**config.mk**
```make
export PLATFORM = sky130hd
export DESIGN_NAME = idma_multichan_dispatch
export DESIGN_NICKNAME = d
export VERILOG_FILES = /design/src/rtl/idma_dispatch_pkg.sv /design/src/rtl/idma_dispatch_rr_arb.sv /design/src/rtl/stream_fifo.sv /design/src/rtl/idma_multichan_dispatch.sv
export SDC_FILE = /design/constraint.sdc
export NUM_CORES = 1
export LEC_CHECK = 0
export BUFFER_PORTS_ARGS = -buffer_cell sky130_fd_sc_hd__buf_4
export CAP_MARGIN = 40
export CORE_AREA = 2 2 116 129
export CTS_CLUSTER_DIAMETER = 120
export CTS_CLUSTER_SIZE = 24
export DETAILED_ROUTE_END_ITERATION = 16
export DIE_AREA = 0 0 118 131
export GPL_ROUTABILITY_DRIVEN = 0
export PLACE_DENSITY_LB_ADDON = 0.15
export SETUP_SLACK_MARGIN = 0.1
export SLEW_MARGIN = 10
export SYNTH_ARGS = -nofsm -noshare
export SYNTH_HDL_FRONTEND = slang
export SYNTH_HIERARCHICAL = 1
export SYNTH_SLANG_ARGS = --single-unit
```
**constraint.sdc**
```tcl
create_clock -name clk_i -period 4.35 [get_ports clk_i]
set_input_delay 1.0875 -clock clk_i [delete_from_list [all_inputs] [get_ports clk_i]]
set_output_delay 1.0875 -clock clk_i [all_outputs]
set_load 0.03 [all_outputs]
```
**src/rtl/idma_dispatch_pkg.sv**
```systemverilog
// rtl/idma_dispatch_pkg.sv - shared constants, helpers and types for the iDMA channel dispatcher
//
// Contents:
//   MaxChan        largest supported channel count
//   chan_idx_width bits needed to hold a channel index (at least 1)
//   chan_status_t  per-channel status {busy, err}
package idma_dispatch_pkg;

    localparam int MaxChan = 16;

    function automatic int chan_idx_width(input int num_chan);
        return (num_chan > 1) ? $clog2(num_chan) : 1;
    endfunction

    typedef struct packed {
        logic busy;
        logic err;
    } chan_status_t;

endpackage

```
**src/rtl/idma_dispatch_rr_arb.sv**
```systemverilog
// rtl/idma_dispatch_rr_arb.sv - round-robin arbiter with registered search pointer
//
// Ports:
//   clk, rst    clock, synchronous active-high reset (pointer returns to 0)
//   req         request mask, one bit per requester
//   en          grant is consumed this cycle; pointer moves past the winner
//   gnt_valid   at least one request present
//   gnt_idx     index of the winning requester
module idma_dispatch_rr_arb #(
    parameter int NumReq = 4,
    parameter int IdxW   = 2
) (
    input  logic              clk,
    input  logic              rst,
    input  logic [NumReq-1:0] req,
    input  logic              en,
    output logic              gnt_valid,
    output logic [IdxW-1:0]   gnt_idx
);

    // Pointer names the first requester to consider, i.e. one past the last winner.
    logic [IdxW-1:0] ptr;

    always_comb begin
        int idx;
        gnt_valid = 1'b0;
        gnt_idx   = '0;
        idx       = 0;
        for (int i = 0; i < NumReq; i++) begin
            idx = int'(ptr) + i;
            if (idx >= NumReq) idx = idx - NumReq;
            if (!gnt_valid && req[idx]) begin
                gnt_valid = 1'b1;
                gnt_idx   = IdxW'(idx);
            end
        end
    end

    always_ff @(posedge clk) begin
        if (rst) begin
            ptr <= '0;
        end else if (en && gnt_valid) begin
            ptr <= (gnt_idx == IdxW'(NumReq - 1)) ? '0 : gnt_idx + IdxW'(1);
        end
    end

endmodule

```
**src/rtl/stream_fifo.sv**
```systemverilog
// rtl/stream_fifo.sv - synchronous FIFO with registered (non-fall-through) output
//
// Ports:
//   clk, rst                          clock, synchronous active-high reset
//   in_tdata/in_tvalid/in_tready      write side; in_tready low while full
//   out_tdata/out_tvalid/out_tready   read side; out_tvalid high while non-empty
// Depth must be a power of two; the pointers carry one extra wrap bit.
module stream_fifo #(
    parameter type T     = logic,
    parameter int  Depth = 4
) (
    input  logic clk,
    input  logic rst,
    input  T     in_tdata,
    input  logic in_tvalid,
    output logic in_tready,
    output T     out_tdata,
    output logic out_tvalid,
    input  logic out_tready
);

    localparam int AddrW = (Depth > 1) ? $clog2(Depth) : 1;

    T                 mem [Depth];
    logic [AddrW:0]   wr_ptr;
    logic [AddrW:0]   rd_ptr;
    logic             push;
    logic             pop;

    // Full when the addresses match but the wrap bits differ.
    assign in_tready  = !((wr_ptr[AddrW] != rd_ptr[AddrW]) &&
                          (wr_ptr[AddrW-1:0] == rd_ptr[AddrW-1:0]));
    assign out_tvalid = (wr_ptr != rd_ptr);
    assign out_tdata  = mem[rd_ptr[AddrW-1:0]];

    assign push = in_tvalid & in_tready;
    assign pop  = out_tvalid & out_tready;

    always_ff @(posedge clk) begin
        if (rst) begin
            wr_ptr <= '0;
            rd_ptr <= '0;
        end else begin
            if (push) wr_ptr <= wr_ptr + (AddrW+1)'(1);
            if (pop)  rd_ptr <= rd_ptr + (AddrW+1)'(1);
        end
    end

    always_ff @(posedge clk) begin
        if (push) mem[wr_ptr[AddrW-1:0]] <= in_tdata;
    end

endmodule

```
**src/rtl/idma_multichan_dispatch.sv**
```systemverilog
// rtl/idma_multichan_dispatch.sv - round-robin dispatcher from N iDMA frontends to one backend
//
// Optional feature macro: IDMA_DISPATCH_ERR_EN (sticky per-channel error flag and masking).
// Ports:
//   clk_i, rst_i                        clock, synchronous active-high reset
//   chan_req_i/valid_i/ready_o          per-channel job push into a private FIFO
//   chan_done_o                         one-cycle completion pulse per channel
//   chan_busy_o                         queued, held or outstanding work on the channel
//   chan_err_o, chan_err_clr_i          sticky error flag and its clear
//   be_req_o/be_stream_id_o/be_valid_o  request to backend, held while stalled
//   be_ready_i                          backend accepts request
//   be_rsp_valid_i/be_rsp_error_i       in-order completion from backend
//   be_rsp_ready_o                      always 1
module idma_multichan_dispatch
    import idma_dispatch_pkg::*;
#(
    parameter int  NumChan       = 4,
    parameter int  JobFifoDepth  = 4,
    parameter int  InflightDepth = 8,
    parameter int  StreamIdWidth = 4,
    parameter logic [NumChan-1:0][StreamIdWidth-1:0] ChanStreamId = '0,
    parameter type idma_req_t    = logic
) (
    input  logic                     clk_i,
    input  logic                     rst_i,
    input  idma_req_t [NumChan-1:0]  chan_req_i,
    input  logic [NumChan-1:0]       chan_valid_i,
    output logic [NumChan-1:0]       chan_ready_o,
    output logic [NumChan-1:0]       chan_done_o,
    output logic [NumChan-1:0]       chan_busy_o,
    output logic [NumChan-1:0]       chan_err_o,
    input  logic [NumChan-1:0]       chan_err_clr_i,
    output idma_req_t                be_req_o,
    output logic [StreamIdWidth-1:0] be_stream_id_o,
    output logic                     be_valid_o,
    input  logic                     be_ready_i,
    input  logic                     be_rsp_valid_i,
    input  logic                     be_rsp_error_i,
    output logic                     be_rsp_ready_o
);

    localparam int ChanW = chan_idx_width(NumChan);
    localparam int CntW  = $clog2(InflightDepth + 1);

    idma_req_t            fifo_data [NumChan];
    logic [NumChan-1:0]   fifo_valid;
    logic [NumChan-1:0]   fifo_pop;
    logic [NumChan-1:0]   eligible;
    logic [NumChan-1:0]   err_flags;
    logic [NumChan-1:0]   rsp_onehot;
    logic [NumChan-1:0]   done_q;
    chan_status_t [NumChan-1:0] status;

    logic                 gnt_valid;
    logic [ChanW-1:0]     gnt_idx;
    logic                 load_slot;
    logic                 load;

    logic                 hold_valid;
    idma_req_t            hold_req;
    logic [StreamIdWidth-1:0] hold_sid;
    logic [ChanW-1:0]     hold_chan;

    logic                 tag_ready;
    logic                 tag_valid;
    logic [ChanW-1:0]     tag_head;
    logic                 rsp_ok;

    logic [CntW-1:0]      outstanding [NumChan];

    // The tag FIFO full flag is registered, so a pop in this cycle cannot free
    // a slot for a load in the same cycle.
    assign load_slot = (!hold_valid || be_ready_i) && tag_ready;
    assign load      = load_slot && gnt_valid;
    assign rsp_ok    = be_rsp_valid_i && tag_valid;

    for (genvar c = 0; c < NumChan; c++) begin : g_chan
        stream_fifo #(
            .T     (idma_req_t),
            .Depth (JobFifoDepth)
        ) i_job_fifo (
            .clk        (clk_i),
            .rst        (rst_i),
            .in_tdata   (chan_req_i[c]),
            .in_tvalid  (chan_valid_i[c]),
            .in_tready  (chan_ready_o[c]),
            .out_tdata  (fifo_data[c]),
            .out_tvalid (fifo_valid[c]),
            .out_tready (fifo_pop[c])
        );

        assign fifo_pop[c]   = load && (gnt_idx == ChanW'(c));
        assign rsp_onehot[c] = rsp_ok && (tag_head == ChanW'(c));

        assign status[c].busy = fifo_valid[c] ||
                                (hold_valid && (hold_chan == ChanW'(c))) ||
                                (outstanding[c] != '0);
        assign status[c].err  = err_flags[c];
        assign chan_busy_o[c] = status[c].busy;
        assign chan_err_o[c]  = status[c].err;
    end

`ifdef IDMA_DISPATCH_ERR_EN
    // Set has priority over clear so an error arriving with a clear is not lost.
    always_ff @(posedge clk_i) begin
        if (rst_i) begin
            err_flags <= '0;
        end else begin
            err_flags <= (rsp_onehot & {NumChan{be_rsp_error_i}}) |
                         (err_flags & ~chan_err_clr_i);
        end
    end
    assign eligible = fifo_valid & ~err_flags;
`else
    logic unused_err;
    assign unused_err = ^{be_rsp_error_i, chan_err_clr_i};
    assign err_flags  = '0;
    assign eligible   = fifo_valid;
`endif

    idma_dispatch_rr_arb #(
        .NumReq (NumChan),
        .IdxW   (ChanW)
    ) i_rr_arb (
        .clk       (clk_i),
        .rst       (rst_i),
        .req       (eligible),
        .en        (load_slot),
        .gnt_valid (gnt_valid),
        .gnt_idx   (gnt_idx)
    );

    // Tag FIFO records the channel of every loaded job; backend responses are
    // in order, so its head always names the channel of the next completion.
    stream_fifo #(
        .T     (logic [ChanW-1:0]),
        .Depth (InflightDepth)
    ) i_tag_fifo (
        .clk        (clk_i),
        .rst        (rst_i),
        .in_tdata   (gnt_idx),
        .in_tvalid  (load),
        .in_tready  (tag_ready),
        .out_tdata  (tag_head),
        .out_tvalid (tag_valid),
        .out_tready (be_rsp_valid_i)
    );

    always_ff @(posedge clk_i) begin
        if (rst_i) begin
            hold_valid <= 1'b0;
            hold_req   <= '0;
            hold_sid   <= '0;
            hold_chan  <= '0;
            done_q     <= '0;
        end else begin
            if (load) begin
                hold_valid <= 1'b1;
                hold_req   <= fifo_data[gnt_idx];
                hold_sid   <= ChanStreamId[gnt_idx];
                hold_chan  <= gnt_idx;
            end else if (be_ready_i) begin
                hold_valid <= 1'b0;
            end
            done_q <= rsp_onehot;
        end
    end

    // Counted from load (not backend acceptance) to completion; bounded by the
    // tag FIFO depth, so the counters cannot wrap.
    always_ff @(posedge clk_i) begin
        if (rst_i) begin
            for (int c = 0; c < NumChan; c++) outstanding[c] <= '0;
        end else begin
            for (int c = 0; c < NumChan; c++) begin
                if (fifo_pop[c] && !rsp_onehot[c]) begin
                    outstanding[c] <= outstanding[c] + CntW'(1);
                end else if (rsp_onehot[c] && !fifo_pop[c]) begin
                    outstanding[c] <= outstanding[c] - CntW'(1);
                end
            end
        end
    end

    rsp_without_job: assert property (@(posedge clk_i) disable iff (rst_i)
        be_rsp_valid_i |-> tag_valid);

    assign be_req_o       = hold_req;
    assign be_stream_id_o = hold_sid;
    assign be_valid_o     = hold_valid;
    assign be_rsp_ready_o = 1'b1;
    assign chan_done_o    = done_q;

endmodule

```
==> impl_results.md <==
* Top FF cell, synth: dfxtp_1
* Final setup TNS at 0 ns
* Worst setup EP type: register
* YS warnings at 6
* Worst EP arrival at 4.03 ns
* Seq/Total Area, Yosys at 40.72%
* Sw Ratio at 38.44%
* Final Util at 48.11%
* Cell Int Power at 2456 µW
* Inserted Clock Buffers at 9
* Psw at 1534 µW
* Initial antenna violation count at 0
* Clock power share at 21.2%
* Synth Cell Area at 6145 µm²
* Hold crit path type: reg -> reg
* PwrDens at 583.5 nW/µm²
* Placed instance area at 6530 µm²
* Ports at 40
* Drt first pass iters at 4
* Layout Skew at 0.008857 ns
* DRT antenna net count at 0
* Clock tree buffer depth at 2
* TritonCTS clock tree: done
* Status: complete, no violations
* Synthesized area per cell at 10.26 µm²
* Cell count after synthesis at 599
* RSZ-0062 raised after global routing: false
* Post-CTS Setup Bufs at 0
* Port buffer count at 25
* Clock Tree Root: clkbuf_16
* Fraction of layout cells with a size suffix above 1 at 12.76%
* CTS clk-pin slew, worst paths at 0.07 ns
* Peak VDD IR at 0.2445 mV
* Die width at 118 µm
* Post-CTS Hold Fix Bufs at 0
* Detailed placement HPWL at 9339 µm
* NumNets Final at 681
* # diodes at 0
* Routed vias at 4636
* Clock sinks at 101
* Relative slew slack at 49.70%
* Fraction of registers with async set/reset at 0%
* Combinational Power Share at 41.8%
* Final hold slack at 0.4817 ns
* Core area at 14220 µm²
* Least-Margin Pin Slew at 0.7483 ns
* CP required at 4.54 ns
* First-pass GRT wire length at 21250 µm
* Critical path class: reg -> reg
* H-tree depth at 3
* Reg power frac at 36.9%
* Vias per inst at 5.606
* Final count of negative-setup-slack endpoints at 0
* Yosys cell types at 61
* Starting Density at 43.22%
* Max Slew Vio Count at 0
* Die Area at 15460 µm²
* Residual DRC at 0
* Pin count of the biggest net entering global routing at 74
* Leakage at 0.002614 µW
* Startpoint type of the worst setup path: register
* Met1 usage in global routing at 22.36%
* Synth Register Bits at 101
* Design area at 6839 µm²
* Crit path max fanout at 12
* GR Overflow Total at 0
* Wire per inst at 15.49 µm
* Vias in the first global route at 4354
* Max Cap Viol at 0
* GR Layer Usage met2 at 28.76%
* Busiest grt layer: met2
* Iter 0 DRT Violations at 283
* Final Critical Period at 3.844 ns
* Chip height at 131 µm
* GRT Overall Usage at 17.04%
* Row count at 46
* Number of synthesized flops with an enable pin at 48
* Post-cts gate resize count at 0
* Final wirelength at 12810 µm
* GR Util met3 at 3.559%
* Fin crit share at 88.37%
* P&R area growth vs syn at 11.30%
* Highest clock rate at 260.1 MHz
* Hold Violations, Final at 0
* Skew-Pair Late Insertion Delay at 0.34 ns
==> power groups by stage <==
stage	clock [µW]	combinational [µW]	sequential, µW
2_1_floorplan	0	1250	1440
6_report	847	1670	1470
4_1_cts	874	1670	1470
5_1_grt	905	1860	1500
3_3_place_gp	0	1610	1490
3_5_place_dp	0	1660	1490
==> worst max-delay path, cell delays in order, from the launching register on <==
cell	delay (ns)
dfxtp_1	0.41
xnor2_1	0.52
nand3_1	0.43
a21oi_1	0.23
o21ai_0	0.09
a21oi_1	0.21
buf_4	0.21
nand2b_1	0.08
o21ai_0	0.33
inv_1	0.12
ha_1	0.30
a21o_1	0.18
a21oi_1	0.19
xnor2_1	0.16
mux2i_1	0.22
==> metal layers <==
metal	up-vias	wire length, µm
met5	-	0
met4	0	89
met3	7	426
met2	70	6252
met1	2289	6046
li1	2270	-
==> metrics by stage <==
| stage | power [µW] | std cells | setup WS [ns] |
|---|---|---|---|
| 3_3_place_gp | 3099 | 811 | 0.6559 |
| 2_1_floorplan | 2686 | 606 | 0.5158 |
| 4_1_cts | 4021 | 827 | 0.5240 |
| 3_5_place_dp | 3155 | 811 | 0.5747 |
| 5_1_grt | 4270 | 827 | 0.1441 |
| 6_report | 3990 | 827 | 0.5058 |
==> worst paths after layout <==
| path | from | end | slack, ns | depth (start not counted) |
|---|---|---|---|---|
| setup / recovery | g_chan[1].i_job_fifo/wr_ptr[1]$_SDFFE_PP0P_ | outstanding[2][3]$_SDFFCE_PN0P_ | 0.51 | 14 |
| hold / removal | be_req_o$_SDFFE_PP0P_ | be_req_o$_SDFFE_PP0P_ | 0.48 | 2 |
| setup reg to reg | g_chan[1].i_job_fifo/wr_ptr[1]$_SDFFE_PP0P_ | outstanding[2][3]$_SDFFCE_PN0P_ | 0.51 | 14 |
| hold reg to reg | be_req_o$_SDFFE_PP0P_ | be_req_o$_SDFFE_PP0P_ | 0.48 | 2 |
==> final cells by class <==
cell class                 instances  area [µm²]
timing repair buffer              40       300.3
clock inverter                     5       76.32
tap                              192       240.2
fill                            1331        7377
clock buffer                      11       232.7
multi-input combinational        441        3348
inverter                          37       138.9
sequential                       101        2502
==> cells by family (layout without fill, tap and decap cells) <==
family,Yosys count,count (layout),share of synthesized area (%)
adders and majority gates,34,34,7.290
AOI/OAI and AO/OA,99,99,11.16
muxes,26,26,6.353
DFF,101,101,40.72
xor gates and xnor gates,41,41,6.150
buffers and inverters,64,93,5.213
and+or+nand+nor,232,232,22.99
other,2,9,0.1222
==> cell usage in the layout (no fill, tap or decap), drive strengths merged, types with 18 or more instances in the layout <==
master   n
ha      31
nor3b   19
nor2    21
xor2    21
inv     38
buf     40
xnor2   20
a21oi   20
nor2b   20
nand3   32
edfxtp  48
nand2   29
nand4   29
o21ai   25
dfxtp   53
and2    18
==> cell usage after synthesis, types with 10 or more instances <==
cell      number  area (µm²)
nand2_1       29       108.9
nor3b_1       19       142.6
edfxtp_1      48        1441
and2_1        18       112.6
a41oi_1       10       87.58
nand3_1       32       160.2
inv_1         37       138.9
nand4_1       29       181.4
o211ai_1      11       82.58
nand2b_1      15       93.84
buf_4         10       75.07
nor2_1        21       78.83
dfxtp_1       53        1061
o21ai_0       25       125.1
xor2_1        20       175.2
xnor2_1       20       175.2
ha_1          31       387.9
nor2b_1       19       118.9
a21oi_1       20       100.1
Power figures use the tool's default switching activity.
